[src/rtl/fetch_redirect_ctrl_pkg.sv]
// Shared types for the fetch next-PC sequencer: redirect causes, FSM states, request vector.
// Latency: n/a (types and helpers only).
// Backpressure: n/a.
package fetch_redirect_ctrl_pkg;

   typedef enum logic [2:0] {
      CAUSE_SEQ     = 3'd0,
      CAUSE_PRED    = 3'd1,
      CAUSE_RAS     = 3'd2,
      CAUSE_MISPRED = 3'd3,
      CAUSE_MRET    = 3'd4,
      CAUSE_EXC     = 3'd5,
      CAUSE_BOOT    = 3'd6
   } redirect_cause_t;

   typedef enum logic [1:0] {
      BOOT     = 2'd0,
      RUN      = 2'd1,
      REDIRECT = 2'd2,
      FLUSH    = 2'd3
   } fetch_ctrl_state_t;

   // Request vector, most urgent first.
   typedef struct packed {
      logic exception;
      logic mret;
      logic mispredicted;
      logic ras_pop;
      logic pred_taken;
   } redirect_req_t;

   function automatic logic is_backend(input redirect_req_t r);
      return r.exception | r.mret | r.mispredicted;
   endfunction

endpackage

[src/rtl/fetch_redirect_ctrl_target_sel.sv]
// Priority encoder picking the next fetch target and its cause from the request vector.
// Latency: purely combinational, zero cycles.
// Backpressure: none; the caller masks front-end requests while stalled.
module fetch_target_sel
   import fetch_redirect_ctrl_pkg::*;
(
   input  redirect_req_t   req,
   input  logic [31:0]     pc,
   input  logic [31:0]     mtvec,
   input  logic [31:0]     mepc,
   input  logic [31:0]     pc_update,
   input  logic [31:0]     ras_target,
   input  logic [31:0]     pred_target,
   output logic [31:0]     target,
   output redirect_cause_t cause
);

   // Fixed priority: exception > mret > mispredict > ras pop > predicted taken > sequential.
   always_comb begin
      target = pc + 32'd4;
      cause  = CAUSE_SEQ;
      if (req.exception) begin
         target = mtvec;
         cause  = CAUSE_EXC;
      end else if (req.mret) begin
         target = mepc;
         cause  = CAUSE_MRET;
      end else if (req.mispredicted) begin
         target = pc_update;
         cause  = CAUSE_MISPRED;
      end else if (req.ras_pop) begin
         target = ras_target;
         cause  = CAUSE_RAS;
      end else if (req.pred_taken) begin
         target = pred_target;
         cause  = CAUSE_PRED;
      end
   end

endmodule

[src/rtl/fetch_redirect_ctrl.sv]
// Next-PC sequencer for fetch: arbitrates backend/front-end redirects and squashes after backend redirects.
// Latency: front-end redirect zero bubbles; backend redirect fetches target valid FLUSH_CYCLES+2 cycles after request.
// Backpressure: stall holds PC in RUN only; backend redirects and flush countdown ignore stall.
module fetch_redirect_ctrl
   import fetch_redirect_ctrl_pkg::*;
#(
   parameter logic [31:0] RESET_PC     = 32'h0000_0000,
   parameter int          FLUSH_CYCLES = 2,
   parameter int          PTR_W        = 4
) (
   input  logic             clk,
   input  logic             reset,
   input  logic             stall,
   input  logic [31:0]      pc,
   input  logic             exception,
   input  logic [31:0]      mtvec,
   input  logic             mret,
   input  logic [31:0]      mepc,
   input  logic             mispredicted,
   input  logic [31:0]      pc_update,
   input  logic [PTR_W-1:0] flush_ptr,
   input  logic             ras_pop,
   input  logic [31:0]      ras_target,
   input  logic             pred_taken,
   input  logic [31:0]      pred_target,
   output logic [31:0]      next_pc,
   output logic             pc_we,
   output logic             fetch_valid,
   output logic             ras_restore,
   output logic [PTR_W-1:0] ras_restore_ptr,
   output logic [2:0]       redirect_cause,
   output logic             busy
);

   localparam logic [3:0] FLUSH_INIT = 4'(FLUSH_CYCLES);

   fetch_ctrl_state_t state;
   logic [31:0]       redir_pc;
   redirect_cause_t   redir_cause;
   logic [3:0]        flush_cnt;

   redirect_req_t     req;
   logic              backend;
   logic [31:0]       sel_target;
   redirect_cause_t   sel_cause;
   redirect_cause_t   cause_out;

   // Front-end requests are dropped while stalled; backend requests always pass.
   always_comb begin
      req.exception    = exception;
      req.mret         = mret;
      req.mispredicted = mispredicted;
      req.ras_pop      = ras_pop & ~stall;
      req.pred_taken   = pred_taken & ~stall;
   end

   assign backend = is_backend(req);

   fetch_target_sel u_target_sel (
      .req         (req),
      .pc          (pc),
      .mtvec       (mtvec),
      .mepc        (mepc),
      .pc_update   (pc_update),
      .ras_target  (ras_target),
      .pred_target (pred_target),
      .target      (sel_target),
      .cause       (sel_cause)
   );

   // Sequencer: a backend redirect restarts recovery from any state; otherwise walk BOOT/REDIRECT/FLUSH back to RUN.
   always_ff @(posedge clk or negedge reset) begin
      if (!reset) begin
         state       <= BOOT;
         redir_pc    <= 32'd0;
         redir_cause <= CAUSE_SEQ;
         flush_cnt   <= 4'd0;
      end else if (backend) begin
         state       <= REDIRECT;
         redir_pc    <= sel_target;
         redir_cause <= sel_cause;
         flush_cnt   <= FLUSH_INIT;
      end else begin
         case (state)
            BOOT:     state <= RUN;
            RUN:      state <= RUN;
            REDIRECT: state <= (FLUSH_CYCLES > 0) ? FLUSH : RUN;
            FLUSH: begin
               flush_cnt <= flush_cnt - 4'd1;
               if (flush_cnt <= 4'd1) begin
                  state <= RUN;
               end
            end
            default:  state <= BOOT;
         endcase
      end
   end

   // PC load, fetch qualifier and reported cause; everything is held quiet while reset is asserted.
   always_comb begin
      next_pc     = RESET_PC;
      pc_we       = 1'b0;
      fetch_valid = 1'b0;
      cause_out   = CAUSE_BOOT;
      if (reset) begin
         case (state)
            BOOT: begin
               pc_we = 1'b1;
            end
            RUN: begin
               // The instruction fetched alongside a backend redirect is wrong-path; REDIRECT does the PC load.
               next_pc     = sel_target;
               cause_out   = sel_cause;
               pc_we       = ~backend & ~stall;
               fetch_valid = ~backend;
            end
            REDIRECT: begin
               next_pc   = redir_pc;
               cause_out = redir_cause;
               pc_we     = 1'b1;
            end
            FLUSH: begin
               next_pc   = redir_pc;
               cause_out = redir_cause;
            end
            default: ;
         endcase
      end
   end

   assign redirect_cause  = cause_out;
   assign busy            = (state != RUN);
   // Restore fires on any mispredict, even one that loses priority to a trap.
   assign ras_restore     = reset & mispredicted;
   assign ras_restore_ptr = ras_restore ? flush_ptr : '0;

endmodule

[config.mk]
export PLATFORM = sky130hd
export DESIGN_NAME = fetch_redirect_ctrl
export DESIGN_NICKNAME = d
export VERILOG_FILES = /design/src/rtl/fetch_redirect_ctrl_pkg.sv /design/src/rtl/fetch_redirect_ctrl_target_sel.sv /design/src/rtl/fetch_redirect_ctrl.sv
export SDC_FILE = /design/constraint.sdc
export NUM_CORES = 1
export LEC_CHECK = 0
export CELL_PAD_IN_SITES_DETAIL_PLACEMENT = 0
export CELL_PAD_IN_SITES_GLOBAL_PLACEMENT = 2
export CORE_ASPECT_RATIO = 0.8
export CORE_UTILIZATION = 18
export DETAILED_ROUTE_END_ITERATION = 12
export PLACE_DENSITY = 0.89
export SETUP_SLACK_MARGIN = 0.1
export SLEW_MARGIN = 20
export SYNTH_ARGS = -nofsm -noshare
export SYNTH_HDL_FRONTEND = slang
export SYNTH_HIERARCHICAL = 1
export SYNTH_SLANG_ARGS = --single-unit
[constraint.sdc]
create_clock -name clk -period 1.9 [get_ports clk]
set_input_delay 0.19 -clock clk [delete_from_list [all_inputs] [get_ports clk]]
set_output_delay 0.19 -clock clk [all_outputs]
set_load 0.005 [all_outputs]
# --- Yosys cells after proc, flatten, opt, wreduce, memory -nomap -nowiden ---
# Index checks and enable logic that the tools add are counted.
op_classes:
  mul: 0
  n_mux: 24
  n_bitwise: 8
  eq_ne: 5
  n_div: 0
  n_shift: 0
  n_lt_le_gt_ge: 1
  n_addsub: 2
  reduce_logical: 5
ops:
  columns: ["operator", "count"]
  rows:
  - ["32-bit two-way mux", 6]
  - ["32-bit one-hot mux with 2 select lines", 1]
  - ["32-bit by 3-bit adder with 32-bit output, second input constant", 1]
  - ["3-bit two-way mux", 5]
  - ["4-bit two-way mux", 3]
  - ["2-bit one-hot mux with 3 select lines", 1]
  - ["3-bit one-hot mux with 2 select lines", 1]
  - ["2-bit OR reduction", 3]
  - ["1-bit bitwise AND", 4]
  - ["2-bit == test, second input constant", 2]
  - ["4-bit by 1-bit <= comparator with 1-bit output, second input constant", 1]
  - ["1-bit two-way mux", 4]
  - ["2-bit two-way mux", 2]
  - ["4-bit by 1-bit subtractor with 4-bit output, second input constant", 1]
  - ["3-bit != test, second input constant", 1]
  - ["2-bit by 1-bit == test with 1-bit output, second input constant", 1]
  - ["2-bit zero test", 1]
  - ["2-bit by 1-bit != test with 1-bit output, second input constant", 1]
  - ["1-bit inverter", 2]
  - ["1-bit bitwise OR", 2]
  - ["1-bit one-hot mux with 2 select lines", 1]
  - ["2-bit nonzero test", 1]
totals:
  in_bits: 204
  elab_cells: 49
  out_inout_bits: 43
  rom_bits: 0
  mem_bits_rw: 0
  n_memories: 0
  latch_bits: 0
  ff_bits: 41

# --- Depth between registers and ports, before layout ---
logic_depth:
  ltp_word: 9
  ltp_mapped: 10
  mapped_depth_nobuf: 8

# --- Hierarchy ---
# The synthesis kept the hierarchy.
by_module_without_submodules:
  columns: ["mod", "area_each_um2", "seq_area_each_um2", "cells_per_inst", "n_inst"]
  rows:
  - ["fetch_redirect_ctrl", 2243.4, 1026.0, 272, 1]
  - ["fetch_target_sel", 2090.8, 0.0, 336, 1]

# --- Worst setup path before layout ---
# No wires, ideal clock.
synth_path:
  path_type: "input to output"
  start: "in pc[2]"
  end: "out next_pc[20]"
  n_path_buf: 1
  setup_slack_ns: -0.118
  arrival_time_ns: 1.828
  required_time_ns: 1.710
  stages: 9
  path_cell_list: "ha_1 -> nand3_1 -> or4_4 -> buf_6 -> o31a_1 -> nor3_1 -> o22ai_1 -> a22oi_1 -> nor2b_1"
synth_between:
  elab_chain_cells: 8
synth_rtl:
  columns: ["item", "line", "text"]
  rows:
  - ["start, declared", "fetch_redirect_ctrl.sv:14", "input logic [31:0] pc,"]
  - ["32-bit by 3-bit adder with 32-bit output", "fetch_redirect_ctrl_target_sel.sv:20", "target = pc + 32'd4;"]
  - ["32-bit two-way mux", "fetch_redirect_ctrl_target_sel.sv:34", "end else if (req.pred_taken) begin"]
  - ["32-bit two-way mux", "fetch_redirect_ctrl_target_sel.sv:31", "end else if (req.ras_pop) begin"]
  - ["32-bit two-way mux", "fetch_redirect_ctrl_target_sel.sv:28", "end else if (req.mispredicted) begin"]
  - ["32-bit two-way mux", "fetch_redirect_ctrl_target_sel.sv:25", "end else if (req.mret) begin"]
  - ["32-bit two-way mux", "fetch_redirect_ctrl_target_sel.sv:22", "if (req.exception) begin"]
  - ["named net sel_target[20]", "fetch_redirect_ctrl.sv:44", "logic [31:0] sel_target;"]
  - ["32-bit one-hot mux with 2 select lines", "fetch_redirect_ctrl.sv:106", "case (state)"]
  - ["32-bit two-way mux", "fetch_redirect_ctrl.sv:105", "if (reset) begin"]
  - ["end, declared", "fetch_redirect_ctrl.sv:26", "output logic [31:0] next_pc,"]
# The timed path passes the listed nets, and every way through them passes these cells.

# --- Worst setup path after layout ---
layout_path:
  start: "in pc[10]"
  end: "out next_pc[16]"
# The elaborated chain is that of the path after synthesis.

==> key figures <==
Drt
  – Vias after detailed routing: 6,481
  – Drt first-iter violations: 298
  – Wl on met1: 11,520 um
  – Amount of wire on met2 after detailed routing: 12,620 um
  – Routed Antenna Nets: 0
  – Metal3 WL: 1747 um
  – DRT Pass-1 Iters: 4
  – Wire length reported by the detailed router: 26,490 um
  – DR vias/cell: 4.769
  – # DRC: 0
  – Top routing layer in use: met5
  – Routed wire length per instance: 19.49 um

Power and ir drop
  – Sequential cell fraction of total power: 25.5%
  – Fraction of power spent switching nets: 32.37%
  – Comb power frac: 49.3%
  – Maximum ir drop on the vdd rail: 0.3539 mV
  – Ratio of total power to cell area: 398.6 nW/um^2
  – Net switching power figure: 1290 uW
  – Leakage power summed over all cells: 0.004260 uW
  – Total internal power: 2695 uW
  – Share of power burned in the clock network: 25.2%

Synth
  – Area share of xor/xnor cells in the synthesized design: 5.254%
  – Synth cell types: 58
  – Top cell type's share of synthesized area: 23.67%
  – Post-synthesis simple-gate area fraction: 30.95%
  – Flops & latches, synth: 41
  – Share of synthesized flip-flops with an asynchronous set or reset: 100.0%
  – Adder and majority gate portion of the synthesized area: 0.8661%
  – Post-Synthesis Cells: 608
  – Synthesized area divided by synthesized cell count: 7.129 um^2
  – Mux share of post-synthesis cell area: 1.415%
  – Cell types with the highest counts after synthesis: sky130_fd_sc_hd__nand2_1 (134), sky130_fd_sc_hd__a22oi_1 (41), sky130_fd_sc_hd__dfrtp_1 (41)
  – Count of warnings emitted by yosys: 6
  – Primary flip-flop cell chosen by synthesis mapping: sky130_fd_sc_hd__dfrtp_1
  – Net Count, Synth: 815
  – Cell types occupying the most area after synthesis: sky130_fd_sc_hd__dfrtp_1 (24%), sky130_fd_sc_hd__nand2_1 (12%), sky130_fd_sc_hd__a22oi_1 (7.1%)
  – Cell type contributing the most total cell area after synthesis: sky130_fd_sc_hd__dfrtp_1
  – Most instantiated library cell after synthesis: sky130_fd_sc_hd__nand2_1
  – Largest family of logic cells by synthesized area: simple AND/OR/NAND/NOR gates
  – Sequential area share after synthesis: 23.67%
  – Synth Cell Area: 4334 um^2
  – Number of flops mapped to enable cells by yosys: 0
  – Fraction of the mapped netlist area in compound gates: 30.74%

Global route
  – Vias in the first global route: 6,673
  – Largest net degree at the start of global routing: 44
  – Initial antenna violation count: 3
  – First-pass GRT wire length: 38,850 um
  – GR Util All Layers: 20.77%
  – Total overflow reported by the global router: 0

STA
  – Fraction of the cycle the final worst path needs: 125.6%
  – Maximum frequency from static timing analysis: 0.4190 GHz
  – RSZ-0062 raised after global routing: true
  – Final Skew: 3.595 ps
  – Final setup margin: -486.8 ps
  – Final Hold Violating Endpoints: 0
  – Count of final max-slew check failures: 0
  – # setup viols final: 34
  – Actual slew at the worst max-slew pin: 505.5 ps
  – Slew headroom: 66.30%
  – Sum of negative setup slack: -9240 ps
  – Final worst path period need: 2387 ps

Clock network
  – CTS tree: yes
  – Clock buffer depth: 2
  – Clock buffer count from CTS: 5
  – Root cell of the clock tree: sky130_fd_sc_hd__clkbuf_16
  – Depth of the CTS H-tree: 2
  – Clk_lat worst skew: 290 ps
  – TritonCTS sink count: 41
  – Clock-pin slew reported for the worst setup and hold paths after clock tree synthesis: 60 ps

Die
  – I/O pin count: 247
  – Die footprint: 24,710 um^2
  – Initial Utilization: 18.43%
  – Die W: 175.5 um
  – Area of the core: 23,520 um^2
  – Die height: 140.8 um
  – Number of placement rows: 50

Place
  – Port Buffer Count: 246
  – GPL Wtd Cong: 0.9131
  – Final HPWL DP: 20,050 um
  – Cell total after placement: 1,252
  – Pre-CTS setup slack: -1400 ps

Final layout
  – Synth-to-layout area growth: 130.7%
  – Area of the multi-input gates: 3984 um^2
  – Fraction of layout instances using a drive strength above 1: 41.68%
  – Net count, final: 1,252
  – Non-filler instance count after layout: 1,359
  – Sequential cell area: 1027 um^2
  – Number of fill cells: 2,339
  – Final standard cell utilization of the core: 42.50%

Worst setup path
  – Worst endpoint data arrival time: 2200 ps
  – Maximum fanout along the worst path: 4
  – Crit Path Category: input port to output pin
  – Startpoint type of the worst setup path: input port
  – Required time worst endpoint: 1710 ps
  – Worst Setup End Kind: output pin

Outcome
  – Violations in the final reports: negative setup slack
  – Outcome: finished with violations

Min path
  – Worst hold path class: input port to asynchronous set/reset pin

Job
  – Total of max-cap violations: 0
[cell usage in the layout, fill, tap and decap left out, types with 5 or more instances in the layout]
cell type	count
sky130_fd_sc_hd__o2111ai_1	6
sky130_fd_sc_hd__buf_6	55
sky130_fd_sc_hd__buf_12	9
sky130_fd_sc_hd__xnor2_1	7
sky130_fd_sc_hd__inv_1	9
sky130_fd_sc_hd__nand2_1	128
sky130_fd_sc_hd__clkdlybuf4s50_1	176
sky130_fd_sc_hd__nor3_1	12
sky130_fd_sc_hd__o22ai_1	13
sky130_fd_sc_hd__buf_4	175
sky130_fd_sc_hd__and3_1	7
sky130_fd_sc_hd__clkbuf_16	5
sky130_fd_sc_hd__a21oi_1	16
sky130_fd_sc_hd__a22oi_1	26
sky130_fd_sc_hd__nand2_2	5
sky130_fd_sc_hd__nor4_4	5
sky130_fd_sc_hd__nor2b_4	5
sky130_fd_sc_hd__o21ai_2	10
sky130_fd_sc_hd__nand4_1	6
sky130_fd_sc_hd__a21oi_2	8
sky130_fd_sc_hd__a22oi_2	15
sky130_fd_sc_hd__o211ai_1	17
sky130_fd_sc_hd__nor2_1	26
sky130_fd_sc_hd__dlygate4sd2_1	16
sky130_fd_sc_hd__buf_2	37
sky130_fd_sc_hd__a211oi_1	5
sky130_fd_sc_hd__buf_8	7
sky130_fd_sc_hd__dfrtp_1	40
sky130_fd_sc_hd__a221oi_1	6
sky130_fd_sc_hd__o21ai_1	7
sky130_fd_sc_hd__o21ai_0	7
sky130_fd_sc_hd__a221oi_2	12
sky130_fd_sc_hd__nand3_4	7
sky130_fd_sc_hd__nor2b_1	34
sky130_fd_sc_hd__xor2_1	8
[worst paths after layout]
| path | startpoint | endpoint | slack (ps) | cells past startpoint |
|---|---|---|---|---|
| min reg2reg | redir_pc[3] | redir_pc[3] | 470 | 2 |
| max in group asynchronous | reset | redir_pc[2] | 1270 | 3 |
| min in group clk | redir_pc[3] | redir_pc[3] | 470 | 2 |
| max | pc[10] | next_pc[16] | -490 | 12 |
| max reg2reg | state[1] | flush_cnt[3] | 570 | 4 |
| min | reset | redir_pc[31] | 140 | 3 |
[critical path: stages]
cell	delay, ps
sky130_fd_sc_hd__buf_8	80
sky130_fd_sc_hd__nand4_4	130
sky130_fd_sc_hd__buf_4	160
sky130_fd_sc_hd__or4_4	590
sky130_fd_sc_hd__buf_6	160
sky130_fd_sc_hd__buf_6	110
sky130_fd_sc_hd__xnor2_2	170
sky130_fd_sc_hd__a21oi_1	100
sky130_fd_sc_hd__o21ai_2	180
sky130_fd_sc_hd__a22oi_2	80
sky130_fd_sc_hd__nor2b_1	110
sky130_fd_sc_hd__buf_2	120
[power by group through the flow]
stage | Clock [uW] | Combinational [uW] | Sequential [uW]
after floorplan | 0 | 562 | 1010
after global placement | 0 | 1590 | 1020
after detailed placement | 0 | 1590 | 1020
after CTS | 1030 | 1830 | 1010
after global routing | 1080 | 2110 | 1020
final | 1000 | 1970 | 1020
[through the flow]
stage                     cell area [um^2]  hold slack [ps]  power [uW]
after floorplan                       4374           -105.6        1573
after detailed placement              8045            35.22        2616
after global placement                8045            41.60        2607
after global routing                  9995            186.6        4210
final                                 9997            143.8        3984
after CTS                             9483            355.1        3871
[layout make-up]
cell class / count / share of cell area, %
diodes: 1 / 0.02503
inverters: 13 / 0.6133
multi-input cells: 503 / 39.85
clock inverters: 3 / 0.4631
flip-flops and latches: 41 / 10.28
well taps: 312 / 3.905
clock buffers: 5 / 1.252
repair buffers: 481 / 43.62
[cells by family (layout without fill, tap and decap cells)]
family                   count (synthesis)  in the layout
flip-flops                              41             41
XOR/XNOR                                26             26
multiplexers                             6              6
adder cells (fa/ha/maj)                  3              3
buffers and inverters                   64            502
other                                    0              1
AND/OR/NAND/NOR                        278            278
AO/OA/AOI/OAI                          190            190
[routing by layer]
layer	vias to the layer above	GRT usage, %
li1	3112	-
met5	-	0
met2	226	35.71
met3	36	4.908
met1	3103	26.16
met4	4	4.760
[registers in the layout, indices dropped and copies added, names as in the netlist]
signal / count
redir_cause: 3
redir_pc: 32
flush_cnt: 4
state: 2
[what timing repair did]
action / CTS / global route
pin swaps: 117 / 83
hold buffers: 1 / 1
resized for setup: 395 / 110
endpoints found under the setup margin: 75 / 50
endpoints found under the hold margin: 18 / 1
setup buffers: 91 / 26
Note: power is estimated with default switching activity, not from simulation.
==> patch 1 (same settings) <==
`PTR_W`: 4 -> 3.
--- a/src/rtl/fetch_redirect_ctrl.sv
+++ b/src/rtl/fetch_redirect_ctrl.sv
@@ -8,3 +8,3 @@
    parameter int          FLUSH_CYCLES = 2,
-   parameter int          PTR_W        = 4
+   parameter int          PTR_W        = 3
 ) (
Interface: changed (resized flush_ptr and ras_restore_ptr); port bits go from 247 to 245. The function was not compared with the original's and may differ.
==> patch 1 against the original RTL <==
The flow still finishes with violations (negative setup slack). Routed wire length up 1.9%. Global-route usage rose by 0.44 points. Critical path depth fell by 1. Core utilization is 1.1 points lower. Final area shrank 2.5%. Worst setup slack better by 120 ps. Total power up 1.9%. Largest power group unchanged. Worst hold slack improved by 320 ps. Sequential cell count stayed put. Synthesized area fell by 0.14%. Via count fell by 1.0%.
==> patch 1: results (changes against the original RTL) <==
| Metric | Value |
|---|---|
| Outcome | `finished, violations left` |
| Failing checks | `negative setup slack` |
| Critical Path Source | `pc[3]` |
| Synth area leaders | `dfrtp_1, nand2_1, a22oi_1, nor2b_1, a221oi_1` |
| Slowest stage delay, CP | `480 ps (-110 ps)` |
| Fill cells | `2409 (+3.0%)` |
| Leakage | `0.004127 uW (-3.1%)` |
| CP endpoint | `next_pc[24]` |
| Final Setup Violations | `33 (-2.9%)` |
| Fin worst setup slack | `-365.9 ps (+120.9 ps)` |
| Layout cell share with drive strength beyond 1 | `39.32% (-2.4 points)` |
| NetSw | `1277 uW (-1.0%)` |
| #MultiIn Comb | `502 (-0.20%)` |
| Drt total wl | `26980 um (+1.9%)` |
| Non-clock buffers | `461 (-4.2%)` |
| Vias per cell | `4.795 (+0.55%)` |
| Layout clock area frac | `1.952% (+0.24 points)` |
| Largest net degree at the start of global routing | `39 (-11%)` |
| Synth Area in XOR/XNOR | `5.262% (+0.0076 points)` |
| Final Non-Filler Cells | `1338 (-1.5%)` |
| Dpl hpwl | `20080 um (+0.15%)` |
| Total track usage | `21.21% (+0.44 points)` |
| PostCTS Resize Cnt | `415 (+5.1%)` |
| Seq/Total Area, Yosys | `23.71% (+0.034 points)` |
| Vias in the first global route | `6561 (-1.7%)` |
| Mapped Avg Cell Area | `7.130 sq um (about the same)` |
| Actual slew at the worst max-slew pin | `523.1 ps (+17.64 ps)` |
| Adder-cell share of the synthesized area | `0.8673% (+0.0013 points)` |
==> patch 1: changes by cell type in the layout (fill, tap and decap cells not counted), sizes merged <==
cell and delta:
and3 -1, buf -17, bufbuf +1, bufinv +1
clkbuf +2, clkdlybuf4s15 +1, clkdlybuf4s50 -5, clkinv +1
dlygate4sd2 -2, inv -2
==> patch 1: logic make-up (layout without fill, tap and decap cells) <==
group	Yosys count	in the layout
compound gates	190	190
xor+xnor	26	26
fa+ha+maj	3	3
buf+inv	64	482
flops	41	41
mux	6	6
other cells	0	1
simple gates	277	277
==> patch 1: per-layer routing <==
layer | part of all wire [%] | track usage [%] | vias to the layer above
met2 | 46 | 35.30 | 253
met5 | 0.041 | 0 | -
met4 | 3.2 | 7.414 | 2
met1 | 44 | 27.51 | 3047
li1 | - | - | 3068
met3 | 6.0 | 3.668 | 46
==> patch 2 (same settings) <==
Without the edit above. Encoding of `fetch_ctrl_state_t`: now one-hot (4 bits for 4 states).
--- a/src/rtl/fetch_redirect_ctrl_pkg.sv
+++ b/src/rtl/fetch_redirect_ctrl_pkg.sv
@@ -15,7 +15,7 @@
 
-   typedef enum logic [1:0] {
-      BOOT     = 2'd0,
-      RUN      = 2'd1,
-      REDIRECT = 2'd2,
-      FLUSH    = 2'd3
+   typedef enum logic [3:0] {
+      BOOT     = 4'b0001,
+      RUN      = 4'b0010,
+      REDIRECT = 4'b0100,
+      FLUSH    = 4'b1000
    } fetch_ctrl_state_t;
Behaviour: no difference found for any inputs over 10 cycles, from zero or initial values and one cycle with reset low; not proved beyond that.
==> patch 2 against the original RTL <==
Sequential cell count grew 2. Routed wire length grew 3.9%. Total power decreased by 3.1%. Critical path depth down 1. Synthesized cell count down 2.6%. Critical path type unchanged. Die area down 0.74%. Synthesized area fell by 0.75%. The flow still finishes with violations (negative setup slack). Final area unchanged. Sequential share of layout area increased by 0.51 points. Worst setup slack better by 110 ps. Via count is 0.89% higher.
==> patch 2: results (changes against the original RTL) <==
| Metric | Value |
|---|---|
| Layout cell share with drive strength beyond 1 | `41.52% (-0.16 points)` |
| Synth Area in XOR/XNOR | `5.294% (+0.040 points)` |
| Root buf cell | `clkbuf_16` |
| Max-slew headroom | `71.81% (+5.5 points)` |
| Placed instance count | `1258 (+0.48%)` |
| Placer Congestion | `0.8801 (-3.6%)` |
| Slowest-stage cell, CP | `or4_4` |
| Setup TNS | `-5407 ps (+3833 ps)` |
| Synth area leaders | `dfrtp_1, nand2_1, a22o_1, a221oi_1, o211ai_1` |
| Final worst-path cycle share | `119.7% (-5.9 points)` |
| Seq/Total Area, Yosys | `25.04% (+1.4 points)` |
| Synth Warn # | `6 (unchanged)` |
| Total track usage | `21.99% (+1.2 points)` |
| Slowest stage delay, CP | `560 ps (-30 ps)` |
| Largest regs | `redir_pc x32, flush_cnt x4, state x4` |
| Fill cells | `2345 (+0.26%)` |
| Final Setup Violations | `36 (+5.9%)` |
| DR iter-0 viols | `407 (+37%)` |
| Failing checks | `negative setup slack` |
| Cells after Synth | `592 (-2.6%)` |
| Adder-cell share of the synthesized area | `0.8726% (+0.0065 points)` |
| Synth cell types | `67 (+16%)` |
| Drt wl/cell | `20.52 um (+5.3%)` |
| WP data arrival | `2080 ps (-120 ps)` |
| Leakage | `0.004232 uW (-0.66%)` |
| Vias per cell | `4.876 (+2.2%)` |
| Post-place setup slack | `-1359 ps (+40.99 ps)` |
| Critical path fanouts, max | `3 (-1)` |
| DR vias | `6539 (+0.89%)` |
| Proportion of synthesized area in mux cells | `1.425% (+0.011 points)` |
| Dpl hpwl | `20110 um (+0.29%)` |
| Outcome | `finished, violations left` |
| Mapped Nets | `799 (-2.0%)` |
| First-pass GRT wire length | `40790 um (+5.0%)` |
| VDD IR-drop max | `0.0003407 V (-3.7%)` |
| Placed cell areas | `8225 sq um (+2.2%)` |
| Vias in the first global route | `6780 (+1.6%)` |
| Clock Skew | `4.389 ps (+0.7937 ps)` |
| Clock slew at reported path FFs | `70 ps` |
| Skew-Pair Late Insertion Delay | `290 ps (about the same)` |
| Largest net degree at the start of global routing | `41 (-6.8%)` |
| Compound-Gate Fraction of Synth Area | `33.39% (+2.6 points)` |
| H-tree Lvls | `2 (unchanged)` |
| Synth cell count leaders | `nand2_1, dfrtp_1, a22o_1, clkbuf_1, nor2_1` |
| Fin nets | `1232 (-1.6%)` |
| Fin worst setup slack | `-374.7 ps (+112.1 ps)` |
| Pre-antenna DRT Iters | `4 (unchanged)` |
| Top delay family on crit path | `simple AND/OR/NAND/NOR gates` |
[patch 2: changes by cell type after synthesis, sizes merged, moves of 3 or more]
| cell | unedited run | this run |
|---|---|---|
| clkbuf | 29 | 33 |
| o21ai | 25 | 28 |
| a22o | 0 | 33 |
| nor2b | 40 | 6 |
| a22oi | 41 | 8 |
| buf | 22 | 16 |
[patch 2: repair_timing]
item	CTS	global route
pin swaps	131	52
gates cloned	6	1
endpoints found under the hold margin	16	0
endpoints found under the setup margin	71	46
setup buffers	63	8
resized for setup	482	35
hold buffers	1	0
[patch 2: final cells by class]
cell class | instances | area [sq um] | area share (%)
antenna | 3 | 7.507 | 0.07509
clock buffer | 6 | 128.9 | 1.289
clock inverter | 2 | 12.51 | 0.1252
inverter | 14 | 72.57 | 0.7259
multi-input combinational | 486 | 3906 | 39.07
sequential | 43 | 1079 | 10.79
tap | 312 | 390.4 | 3.905
timing repair buffer | 475 | 4400 | 44.02
[patch 2: routing by layer]
metal	GRT usage, %	vias up	wire length [um]
li1	-	3088	-
met1	27.06	3171	11590
met2	39.01	253	13630
met3	4.859	27	1846
met4	4.714	0	456
met5	0	-	0
[patch 2: power by group]
| part | internal [uW] | total (uW) | switching (uW) | leakage [uW] |
|---|---|---|---|---|
| combinational | 1080 | 1940 | 859 | 0.00365 |
| sequential | 1000 | 1050 | 49.4 | 0.000512 |
| clock | 486 | 867 | 381 | 0.0000669 |
[patch 2: final timing paths]
path	start	endpoint	slack, ps	cells after the start
worst min-delay path	reset	state[1]	140	3
min in group clk	redir_pc[10]	redir_pc[10]	470	2
worst min register to register	redir_pc[10]	redir_pc[10]	470	2
max in group asynchronous	reset	state[3]	1190	3
worst max-delay path	pc[8]	next_pc[22]	-370	11
worst max register to register	state[2]	flush_cnt[3]	140	5
